==> src/rtl/param_multicycle_cpu.sv <==
// Parametrised multi-cycle processor with a stallable req/ready memory port.
// The register file holds 2^REG_AW words; the top register is the PC.
module param_multicycle_cpu #(
  parameter int                DATA_W   = 16,
  parameter int                REG_AW   = 3,
  parameter logic [DATA_W-1:0] RESET_PC = '0
) (
  input  logic              clk,
  input  logic              reset_n,
  input  logic              run,
  input  logic [DATA_W-1:0] mem_rdata,
  input  logic              mem_ready,
  output logic              mem_req,
  output logic              mem_we,
  output logic [DATA_W-1:0] mem_addr,
  output logic [DATA_W-1:0] mem_wdata,
  output logic              done,
  output logic              halted,
  output logic [DATA_W-1:0] pc
);

  localparam int                NREG   = 1 << REG_AW;
  localparam logic [REG_AW-1:0] PC_IDX = '1;
  localparam logic [DATA_W-1:0] DW     = DATA_W'(DATA_W);

  localparam logic [3:0] OP_MV   = 4'h0;
  localparam logic [3:0] OP_MVI  = 4'h1;
  localparam logic [3:0] OP_ADD  = 4'h2;
  localparam logic [3:0] OP_SUB  = 4'h3;
  localparam logic [3:0] OP_LD   = 4'h4;
  localparam logic [3:0] OP_ST   = 4'h5;
  localparam logic [3:0] OP_MVNZ = 4'h6;
  localparam logic [3:0] OP_AND  = 4'h7;
  localparam logic [3:0] OP_SLT  = 4'h8;
  localparam logic [3:0] OP_SLL  = 4'h9;
  localparam logic [3:0] OP_SRL  = 4'hA;
  localparam logic [3:0] OP_HALT = 4'hB;

  typedef enum logic [2:0] {
    S_IDLE, S_FETCH, S_EXEC, S_IMM, S_MEM, S_WB, S_HALT
  } state_t;

  state_t            state, state_nxt;
  logic [DATA_W-1:0] rf [NREG];
  logic [DATA_W-1:0] ir, g;

  logic [3:0]        opcode;
  logic [REG_AW-1:0] rx, ry;
  logic [DATA_W-1:0] rx_val, ry_val, alu_res;

  logic              rf_we, pc_inc, ir_load, g_load;
  logic [REG_AW-1:0] rf_waddr;
  logic [DATA_W-1:0] rf_wdata;
  logic              unused_ir_bits;

  // Instruction word: opcode in the top nibble, then rx, then ry; low bits ignored.
  assign opcode         = ir[DATA_W-1 -: 4];
  assign rx             = ir[DATA_W-5 -: REG_AW];
  assign ry             = ir[DATA_W-5-REG_AW -: REG_AW];
  assign unused_ir_bits = ^ir;

  assign rx_val = rf[rx];
  assign ry_val = rf[ry];
  assign pc     = rf[PC_IDX];
  assign halted = (state == S_HALT);

  always_comb begin
    alu_res = '0;
    case (opcode)
      OP_ADD:  alu_res = rx_val + ry_val;
      OP_SUB:  alu_res = rx_val - ry_val;
      OP_AND:  alu_res = rx_val & ry_val;
      OP_SLT:  alu_res = {{(DATA_W-1){1'b0}}, (rx_val < ry_val)};
      OP_SLL:  alu_res = (ry_val >= DW) ? '0 : (rx_val << ry_val);
      OP_SRL:  alu_res = (ry_val >= DW) ? '0 : (rx_val >> ry_val);
      default: alu_res = '0;
    endcase
  end

  // Memory handshake: a request is live while mem_req=1; mem_addr, mem_we and
  // mem_wdata hold steady until the cycle mem_ready=1 completes it. mem_ready
  // without mem_req is ignored, and the memory may stall for any length.
  always_comb begin
    state_nxt = state;
    mem_req   = 1'b0;
    mem_we    = 1'b0;
    mem_addr  = '0;
    mem_wdata = '0;
    done      = 1'b0;
    rf_we     = 1'b0;
    rf_waddr  = rx;
    rf_wdata  = '0;
    pc_inc    = 1'b0;
    ir_load   = 1'b0;
    g_load    = 1'b0;
    case (state)
      S_IDLE: begin
        if (run) state_nxt = S_FETCH;
      end
      S_FETCH: begin
        mem_req  = 1'b1;
        mem_addr = pc;
        if (mem_ready) begin
          ir_load   = 1'b1;
          pc_inc    = 1'b1;
          state_nxt = S_EXEC;
        end
      end
      S_EXEC: begin
        case (opcode)
          OP_MV: begin
            rf_we     = 1'b1;
            rf_wdata  = ry_val;
            done      = 1'b1;
            state_nxt = S_FETCH;
          end
          OP_MVNZ: begin
            rf_we     = (g != '0);
            rf_wdata  = ry_val;
            done      = 1'b1;
            state_nxt = S_FETCH;
          end
          OP_ADD, OP_SUB, OP_AND, OP_SLT, OP_SLL, OP_SRL: begin
            g_load    = 1'b1;
            state_nxt = S_WB;
          end
          OP_MVI:        state_nxt = S_IMM;
          OP_LD, OP_ST:  state_nxt = S_MEM;
          OP_HALT: begin
            done      = 1'b1;
            state_nxt = S_HALT;
          end
          default: begin
            done      = 1'b1;
            state_nxt = S_FETCH;
          end
        endcase
      end
      S_IMM: begin
        mem_req  = 1'b1;
        mem_addr = pc;
        if (mem_ready) begin
          rf_we     = 1'b1;
          rf_wdata  = mem_rdata;
          pc_inc    = 1'b1;
          done      = 1'b1;
          state_nxt = S_FETCH;
        end
      end
      S_MEM: begin
        mem_req  = 1'b1;
        mem_addr = ry_val;
        if (opcode == OP_ST) begin
          mem_we    = 1'b1;
          mem_wdata = rx_val;
        end
        if (mem_ready) begin
          rf_we     = (opcode == OP_LD);
          rf_wdata  = mem_rdata;
          done      = 1'b1;
          state_nxt = S_FETCH;
        end
      end
      S_WB: begin
        rf_we     = 1'b1;
        rf_wdata  = g;
        done      = 1'b1;
        state_nxt = S_FETCH;
      end
      S_HALT: begin
        if (!run) state_nxt = S_IDLE;
      end
      default: state_nxt = S_IDLE;
    endcase
  end

  always_ff @(posedge clk or negedge reset_n) begin
    if (!reset_n) state <= S_IDLE;
    else          state <= state_nxt;
  end

  always_ff @(posedge clk or negedge reset_n) begin
    if (!reset_n) begin
      ir <= '0;
      g  <= '0;
    end else begin
      if (ir_load) ir <= mem_rdata;
      if (g_load)  g  <= alu_res;
    end
  end

  // The register write comes after the increment so a load into the PC wins.
  always_ff @(posedge clk or negedge reset_n) begin
    if (!reset_n) begin
      for (int i = 0; i < NREG; i++) rf[i] <= '0;
      rf[PC_IDX] <= RESET_PC;
    end else begin
      if (pc_inc) rf[PC_IDX] <= pc + DATA_W'(1);
      if (rf_we)  rf[rf_waddr] <= rf_wdata;
    end
  end

endmodule

==> config.mk <==
export PLATFORM = sky130hd
export DESIGN_NAME = param_multicycle_cpu
export DESIGN_NICKNAME = d
export VERILOG_FILES = /design/src/rtl/param_multicycle_cpu.sv
export SDC_FILE = /design/constraint.sdc
export NUM_CORES = 1
export LEC_CHECK = 0
export BUFFER_PORTS_ARGS = -buffer_cell sky130_fd_sc_hd__buf_2
export CORE_ASPECT_RATIO = 1.4
export CORE_MARGIN = 8
export CORE_UTILIZATION = 40
export CTS_CLUSTER_SIZE = 14
export DETAILED_ROUTE_END_ITERATION = 6
export SLEW_MARGIN = 40
export SYNTH_ARGS = -nofsm -noshare
export SYNTH_HDL_FRONTEND = slang
export SYNTH_SLANG_ARGS = --single-unit
==> constraint.sdc <==
create_clock -name clk -period 11 [get_ports clk]
set_input_delay 0.55 -clock clk [delete_from_list [all_inputs] [get_ports clk]]
set_output_delay 0.55 -clock clk [all_outputs]
set_load 0.01 [all_outputs]
-- Yosys cells after proc, flatten, opt, wreduce, memory -nomap -nowiden
Index checks and enable logic that the tools add are counted.
- output and inout port bits: 52
- input bits: 20
- flip-flop bits (word level): 163
- reduce and logical (&&, ||, !) cells: 12
- order comparisons: 5
- equal/unequal tests: 21
- muxes and demuxes: 39
- bitwise operators: 3
- shift-type cells: 2
- add/subtract/negate cells: 3
- operators with widths (cell ; count):
    16-bit 2-to-1 mux ; 13
    128-bit bitwise mux ; 1
    16-bit binary-select mux with 3-bit select ; 2
    16-bit one-hot mux with 6 select lines ; 1
    16-bit demux with 3-bit select ; 1
    16-bit one-hot mux with 3 select lines ; 1
    16-bit one-hot mux with 2 select lines ; 1
    3-bit one-hot mux with 6 select lines ; 1
    16-bit by 1-bit adder with 16-bit output (second input constant) ; 1
    16-bit adder ; 1
    16-bit AND ; 1
    4-bit by 3-bit equality test with 1-bit output (second input constant) ; 4
    4-bit equality test (second input constant) ; 4
    16-bit by 5-bit >= comparator with 1-bit output (second input constant) ; 1
    16-bit less-than comparator ; 1
    16-bit nonzero test ; 1
    16-bit by 16-bit left shift with 16-bit output ; 1
    16-bit by 16-bit right shift with 16-bit output ; 1
    16-bit subtractor ; 1
    3-bit 2-to-1 mux ; 4
    3-bit one-hot mux with 4 select lines ; 1
    1-bit 2-to-1 mux ; 10
    3-bit equality test (second input constant) ; 3
    9-bit OR reduction ; 1
    19 further kinds ; 28

-- Logic depth before layout (Yosys ltp)
Gate-level depths: netlist (run 1).
- depth after elaboration: 8
- mapped depth: 18

-- Worst setup path after synthesis (run 1)
OpenSTA, ideal clock, no wires.
- kind: flip-flop to flip-flop
- from: reg ir[7]
- to: reg g[10]
- path slack: 7.019 ns
- arrival: 3.852 ns
- buffers on the path: 5
- stages on the path, launching flop included: 17
- library setup time: 0.129 ns
- period minus slack after synthesis: 3.981 ns
- path through: dfrtp_1 -> buf_6 -> buf_2 -> mux4_2 -> mux2i_1 -> buf_2 -> buf_1 -> ha_1 -> clkbuf_1 -> nand2b_1 -> a21oi_1 -> o21ba_2 -> o21ai_0 -> o41a_1 -> a211o_1 -> a221oi_1 -> a21oi_1
- longest elaborated chain between the ends: 7
- elaborated cells between the ends (all ways): 13
- RTL lines (what ; line ; source):
    start: declaration ; 45 ; logic [DATA_W-1:0] ir, g;
    start signal: assignment ; 187 ; if (ir_load) ir <= mem_rdata;
    3-bit inverter with 4-bit output (implied by the code) * ; 63 ; assign ry_val = rf[ry];
    16-bit binary-select mux with 3-bit select * ; 63 ;
    16-bit 2-to-1 mux (implied by the code) * (2 in series) ; 63 ;
    16-bit by 5-bit >= comparator with 1-bit output, or another cell as far along ; 74, 75 ;
    16-bit 2-to-1 mux (on tied branches) ; 75, 74 ;
    16-bit one-hot mux with 6 select lines * ; 69 ; case (opcode)
    end signal: assignment ; 188 ; if (g_load) g <= alu_res;
    end: declaration ; 45 ;
Every way passes the cells marked *; elsewhere a longest branch is shown, timed or not. The select of a mux whose other input is x is not followed.
A chain may end at the register's enable or synchronous reset.

-- Worst setup path after layout (run 1)
- from: reg ir[7]
- to: reg g[8]
Same word-level chain as after synthesis.

==> results of run 1 <==
[kinds of logic (layout without fill, tap and decap cells)]
group	Yosys count	in the layout	synth area share
adder cells (fa/ha/maj)	36	36	0.0371
XOR/XNOR	18	18	0.0126
flip-flops	157	157	0.313
multiplexers	113	113	0.142
AND/OR/NAND/NOR	529	529	0.203
AO/OA/AOI/OAI	454	454	0.230
buffers and inverters	174	201	0.0631
[worst max-delay path by stage]
stage	from	endpoint	slack [ps]
2_1_floorplan	ir[7]$_DFFE_PN0P_	g[10]$_DFFE_PN0P_	7020
3_3_place_gp	ir[7]$_DFFE_PN0P_	g[8]$_DFFE_PN0P_	6010
3_5_place_dp	ir[7]$_DFFE_PN0P_	g[8]$_DFFE_PN0P_	5910
4_1_cts	ir[7]$_DFFE_PN0P_	g[8]$_DFFE_PN0P_	5880
5_1_grt	ir[7]$_DFFE_PN0P_	g[14]$_DFFE_PN0P_	5580
6_report	ir[7]$_DFFE_PN0P_	g[8]$_DFFE_PN0P_	5800
[sequential cells by signal, indices dropped and copies added, names as in the netlist]
name	count
state	3
pc	16
rf	112
ir	10
g	16
[layout make-up]
| class | instances | area, um2 | area share |
|---|---|---|---|
| Sequential cell | 157 | 3930 | 0.285 |
| Inverter | 47 | 176 | 0.0128 |
| Tap cell | 395 | 494 | 0.0358 |
| Clock buffer | 19 | 433 | 0.0314 |
| Multi-Input combinational cell | 1150 | 7890 | 0.572 |
| Clock inverter | 13 | 110 | 0.00798 |
| Timing Repair Buffer | 122 | 761 | 0.0551 |
[critical path, stage by stage (launching register included)]
cell and delay (ps):
dfrtp_2 340, buf_4 490, mux4_2 610, mux2i_4 590, inv_2 480, ha_1 380, fa_1 480, nand2b_1 100
a21oi_1 90, o21ba_2 250, o21ai_0 430, nor2_1 150, or3_1 330, a22o_1 190, a41oi_1 180
[cell usage after synthesis, drive strengths merged, types with 9 or more instances]
library cell	number
a31oi	13
o211ai	17
nand2	84
nor3	56
o31ai	11
a211oi	19
o22ai	9
a21oi	184
mux2	34
nand2b	22
nor2	232
and2	14
mux4	46
o32ai	10
nor2b	19
mux2i	33
ha	34
nor4	18
a222oi	17
buf	57
and3	17
inv	46
nand3	27
clkbuf	70
o21ai	83
xnor2	11
dfrtp	157
a221oi	9
[routing by layer]
metal  up-vias  GRT usage  part of all wire
met3       201     0.0566             0.076
met4         0      0.197             0.075
met1      6165      0.327              0.37
li1       5501          -                 -
met5         -          0                 0
met2       730      0.471              0.48
[metrics by stage]
step,worst slack [ps],util,area (um2),instances,hold WS (ps)
floorplan,7020,-,12600,1481,254
global placement,6010,0.422,13200,1866,518
detailed placement,5910,0.423,13200,1869,539
CTS,5880,0.440,13700,1901,199
global route,5580,0.442,13800,1903,353
finish,5800,0.442,13800,1903,354
[timing repair]
| item | 4_1_cts | 5_1_grt |
|---|---|---|
| buffers inserted | 0 | 0 |
| resized for setup | 0 | 0 |
| hold buffers | 0 | 1 |
| endpoints found under the hold margin | 0 | 3 |
==> results.json, run 1 <==
{
  "place_congestion": 0.982,
  "cts_sinks": 157,
  "syn_nets": 1537,
  "ys_seq_area_frac": 0.313,
  "maxCapViolations": 0,
  "max_slew_margin": 0.408,
  "drcViolationCount": 0,
  "outcome": "finished clean",
  "dr.pass1.iters": 6,
  "slew_violations": 0,
  "hold_depth": 2,
  "fp.dieW_um": 166,
  "first_global_vias": 12200,
  "critical_path_class": "flop to flop",
  "clock_latency_ps": 460,
  "worstMarginPinSlew_ps": 879,
  "die_area_um2": 37400,
  "grt-ovfl-total": 0,
  "initial_core_util": 0.402,
  "arrival_ps": 5570,
  "final.setup_skew_ps": 14.9,
  "drive_gt1_frac": 0.180,
  "syn_to_final_growth_pct": 9.83,
  "yosysUniqueCellTypes": 91,
  "cts_made_buffers": 17,
  "grt_pass1_wl_mm": 80.9,
  "hold_end": "ir[13]$_DFFE_PN0P_",
  "min_path_type": "primary input to flop",
  "synth.largest_area_cell": "dfrtp_1",
  "drt_iter0_markers": 1465,
  "n_antenna_cell": 0,
  "wirelength_mm": 54.0,
  "finalSetupViolations": 0,
  "hold_start": "mem_rdata[13]",
  "asyncSetResetFlopFracSynth": 1.00,
  "synth_area_per_cell_um2": 8.48,
  "cts_tree": "yes",
  "final_nets": 1551,
  "ys_warn_count": 0,
  "antenna_found_initial": 0,
  "min_period_ps": 5200,
  "synth.area.top_cells": "dfrtp_1 (31%), mux4_2 (8.2%), a21oi_1 (7.3%), nor2_1 (6.9%), ha_1 (3.4%)",
  "clk_pin_slew_ps": 70,
  "r2r_cells": 14,
  "h-tree-depth": 4,
  "setup_tns_ps": 0,
  "rsz0062_at_grt": "false",
  "vias": 12600,
  "synth_top_area_frac": 0.313,
  "worstSetupStartpointType": "flop",
  "grt_max_degree": 103,
  "r2r-end": "g[8]$_DFFE_PN0P_",
  "cts_buffer_depth": 2,
  "vias_per_cell": 6.62,
  "r2r_setup_slack_ps": 5800,
  "synth_seq_cells": 157,
  "synthCells": 1481,
  "r2r-start": "ir[7]$_DFFE_PN0P_",
  "final_cell_mix": "nor2_1 (226), a21oi_1 (184), dfrtp_1 (153)",
  "ios": 72,
  "ctsRootBufferMaster": "clkbuf_16",
  "syn_area_um2": 12600,
  "coreArea_um2": 31200,
  "drt-wirelength-per-cell_um": 28.4,
  "io_buffers": 71,
  "synth_edf_count": 0,
  "path_max_fanout": 35,
  "fillerInstances": 3130,
  "hold_violations": 0,
  "required_ps": 11370,
  "final_common_cell": "nor2_1",
  "timing.final.crit_share": 0.473,
  "grt_usage": 0.284,
  "endpoint_kind": "flop",
  "rows": 77,
  "synthFlopType": "dfrtp_1",
  "ant_nets": 0,
  "die_h_um": 226,
  "dpl.hpwl_mm": 39.9,
  "fmax_mhz": 192
}
Power of run 1 is not shown: default switching activity piles up to over one toggle a cycle in this logic, so the estimate is an artifact.
==> run 2: changes to the inputs <==
==> constraint.sdc (replaced) <==
create_clock -name clk -period 4.8 [get_ports clk]
set_input_delay 0.24 -clock clk [delete_from_list [all_inputs] [get_ports clk]]
set_output_delay 0.24 -clock clk [all_outputs]
set_load 0.01 [all_outputs]
==> results.json, run 2 (synthesis gave the netlist of run 1 again) <==
{
  "placed_area_um2": 13600,
  "coreArea_um2": 31200,
  "clk_pin_slew_ps": 70,
  "fillerInstances": 3197,
  "cpPeakStageDelay_ps": 520,
  "min_path_type": "primary input to flop",
  "worstSetupStartpointType": "flop",
  "h-tree-depth": 4,
  "place_congestion": 1.04,
  "final.setup_skew_ps": 9.47,
  "io_buffers": 71,
  "wirelength_mm": 56.3,
  "first_global_vias": 12400,
  "final_common_cell": "nor2_1",
  "path_buf_inv": 3,
  "required_ps": 5120,
  "rsz0062_at_grt": "false",
  "ant_nets": 0,
  "crit_slowest_cell": "mux4_2",
  "finalSetupViolations": 0,
  "vias_per_cell": 6.48,
  "fin_cells": 1944,
  "drcViolationCount": 1,
  "cts_made_buffers": 17,
  "fmax_mhz": 219,
  "setup_tns_ps": 0,
  "min_period_ps": 4570,
  "die_h_um": 226,
  "dp_cells": 1912,
  "grt_usage": 0.297,
  "dpl.hpwl_mm": 44.3,
  "initial_core_util": 0.402,
  "syn_to_final_growth_pct": 12.4,
  "cp_cell_sequence": "buf_12 > mux2_2 > mux4_2 > nor2_1 > inv_1 > ha_1 > a21oi_1 > o21ai_0 > a41oi_1 > buf_4 > o21ai_0 > a21oi_1 > nor3_1 > a211oi_1 > a31oi_1",
  "final_nets": 1593,
  "worstMarginPinSlew_ps": 886,
  "timing.final.crit_share": 0.953,
  "antenna_found_initial": 1,
  "grt-ovfl-total": 0,
  "final_cell_mix": "nor2_1 (225), a21oi_1 (184), dfrtp_1 (153)",
  "violations": "design-rule violations",
  "drt_iter0_markers": 1302,
  "die_area_um2": 37400,
  "regMostFlops": "rf",
  "max_slew_margin": 0.409,
  "fp.dieW_um": 166,
  "multi_input_area_um2": 7900,
  "pre_cts_ws_ps": 308,
  "dr.pass1.iters": 7,
  "critical_path_class": "flop to flop",
  "n_antenna_cell": 0,
  "cts_buffer_depth": 2,
  "cp_top_family": "compound AO/OA/AOI/OAI gates",
  "ios": 72,
  "ctsRootBufferMaster": "clkbuf_16",
  "arrival_ps": 4890,
  "vias": 12600,
  "cts_sinks": 157,
  "path_max_fanout": 37,
  "seqCellArea_um2": 3930,
  "grt_max_degree": 86,
  "cts_tree": "yes",
  "drt-wirelength-per-cell_um": 29.0,
  "endpoint_kind": "flop",
  "ctsResizeCount": 0,
  "grt_pass1_wl_mm": 83.6,
  "clock_latency_ps": 450,
  "final_cell_area_um2": 14100,
  "setup_slack_ps": 228,
  "largest_reg_flops": 112,
  "rows": 77,
  "maxCapViolations": 0,
  "drive_gt1_frac": 0.202,
  "slew_violations": 0,
  "hold_violations": 0,
  "outcome": "finished with violations"
}
## run 2: path summary, 6_finish.rpt
kind / cells after the start / endpoint / from / slack, ps
max: 15 / g[12]$_DFFE_PN0P_ / ir[9]$_DFFE_PN0P_ / 230
min: 2 / ir[13]$_DFFE_PN0P_ / mem_rdata[13] / 40
max reg2reg: 15 / g[12]$_DFFE_PN0P_ / ir[9]$_DFFE_PN0P_ / 230
min reg2reg: 2 / rf[28]$_DFFE_PN0P_ / rf[28]$_DFFE_PN0P_ / 550
max in group asynchronous: 3 / ir[8]$_DFFE_PN0P_ / reset_n / 3200
min in group asynchronous: 2 / rf[67]$_DFFE_PN0P_ / reset_n / 380
## run 2: per-layer routing
| layer | GRT usage | part of all wire | routed length, um | up-vias |
|---|---|---|---|---|
| met4 | 0.236 | 0.084 | 4720 | 2 |
| met1 | 0.329 | 0.37 | 20600 | 6130 |
| li1 | - | - | - | 5581 |
| met5 | 0 | 0.00023 | 13 | - |
| met2 | 0.499 | 0.48 | 27300 | 663 |
| met3 | 0.0535 | 0.066 | 3710 | 223 |
## run 2: stage by stage
step / utilization / hold WS, ps
finish: 0.452 / 42.6
global placement: 0.434 / 364
floorplan: - / -55.6
CTS: 0.452 / 23.4
global route: 0.452 / 49.4
detailed placement: 0.435 / 367
## run 2: timing repair
action / 4_1_cts / 5_1_grt
hold endpoints to repair: 83 / 0
buffers inserted: 0 / 0
hold buffers: 1 / 0
## run 2: area by class of cell
type / count / area share
Multi-Input combinational cell: 1150 / 0.560
Sequential cell: 157 / 0.279
Timing Repair Buffer: 164 / 0.0767
Tap cell: 395 / 0.0350
Clock buffer: 23 / 0.0331
Inverter: 47 / 0.0125
Clock inverter: 8 / 0.00443
Power of run 2 is left out for the same reason.
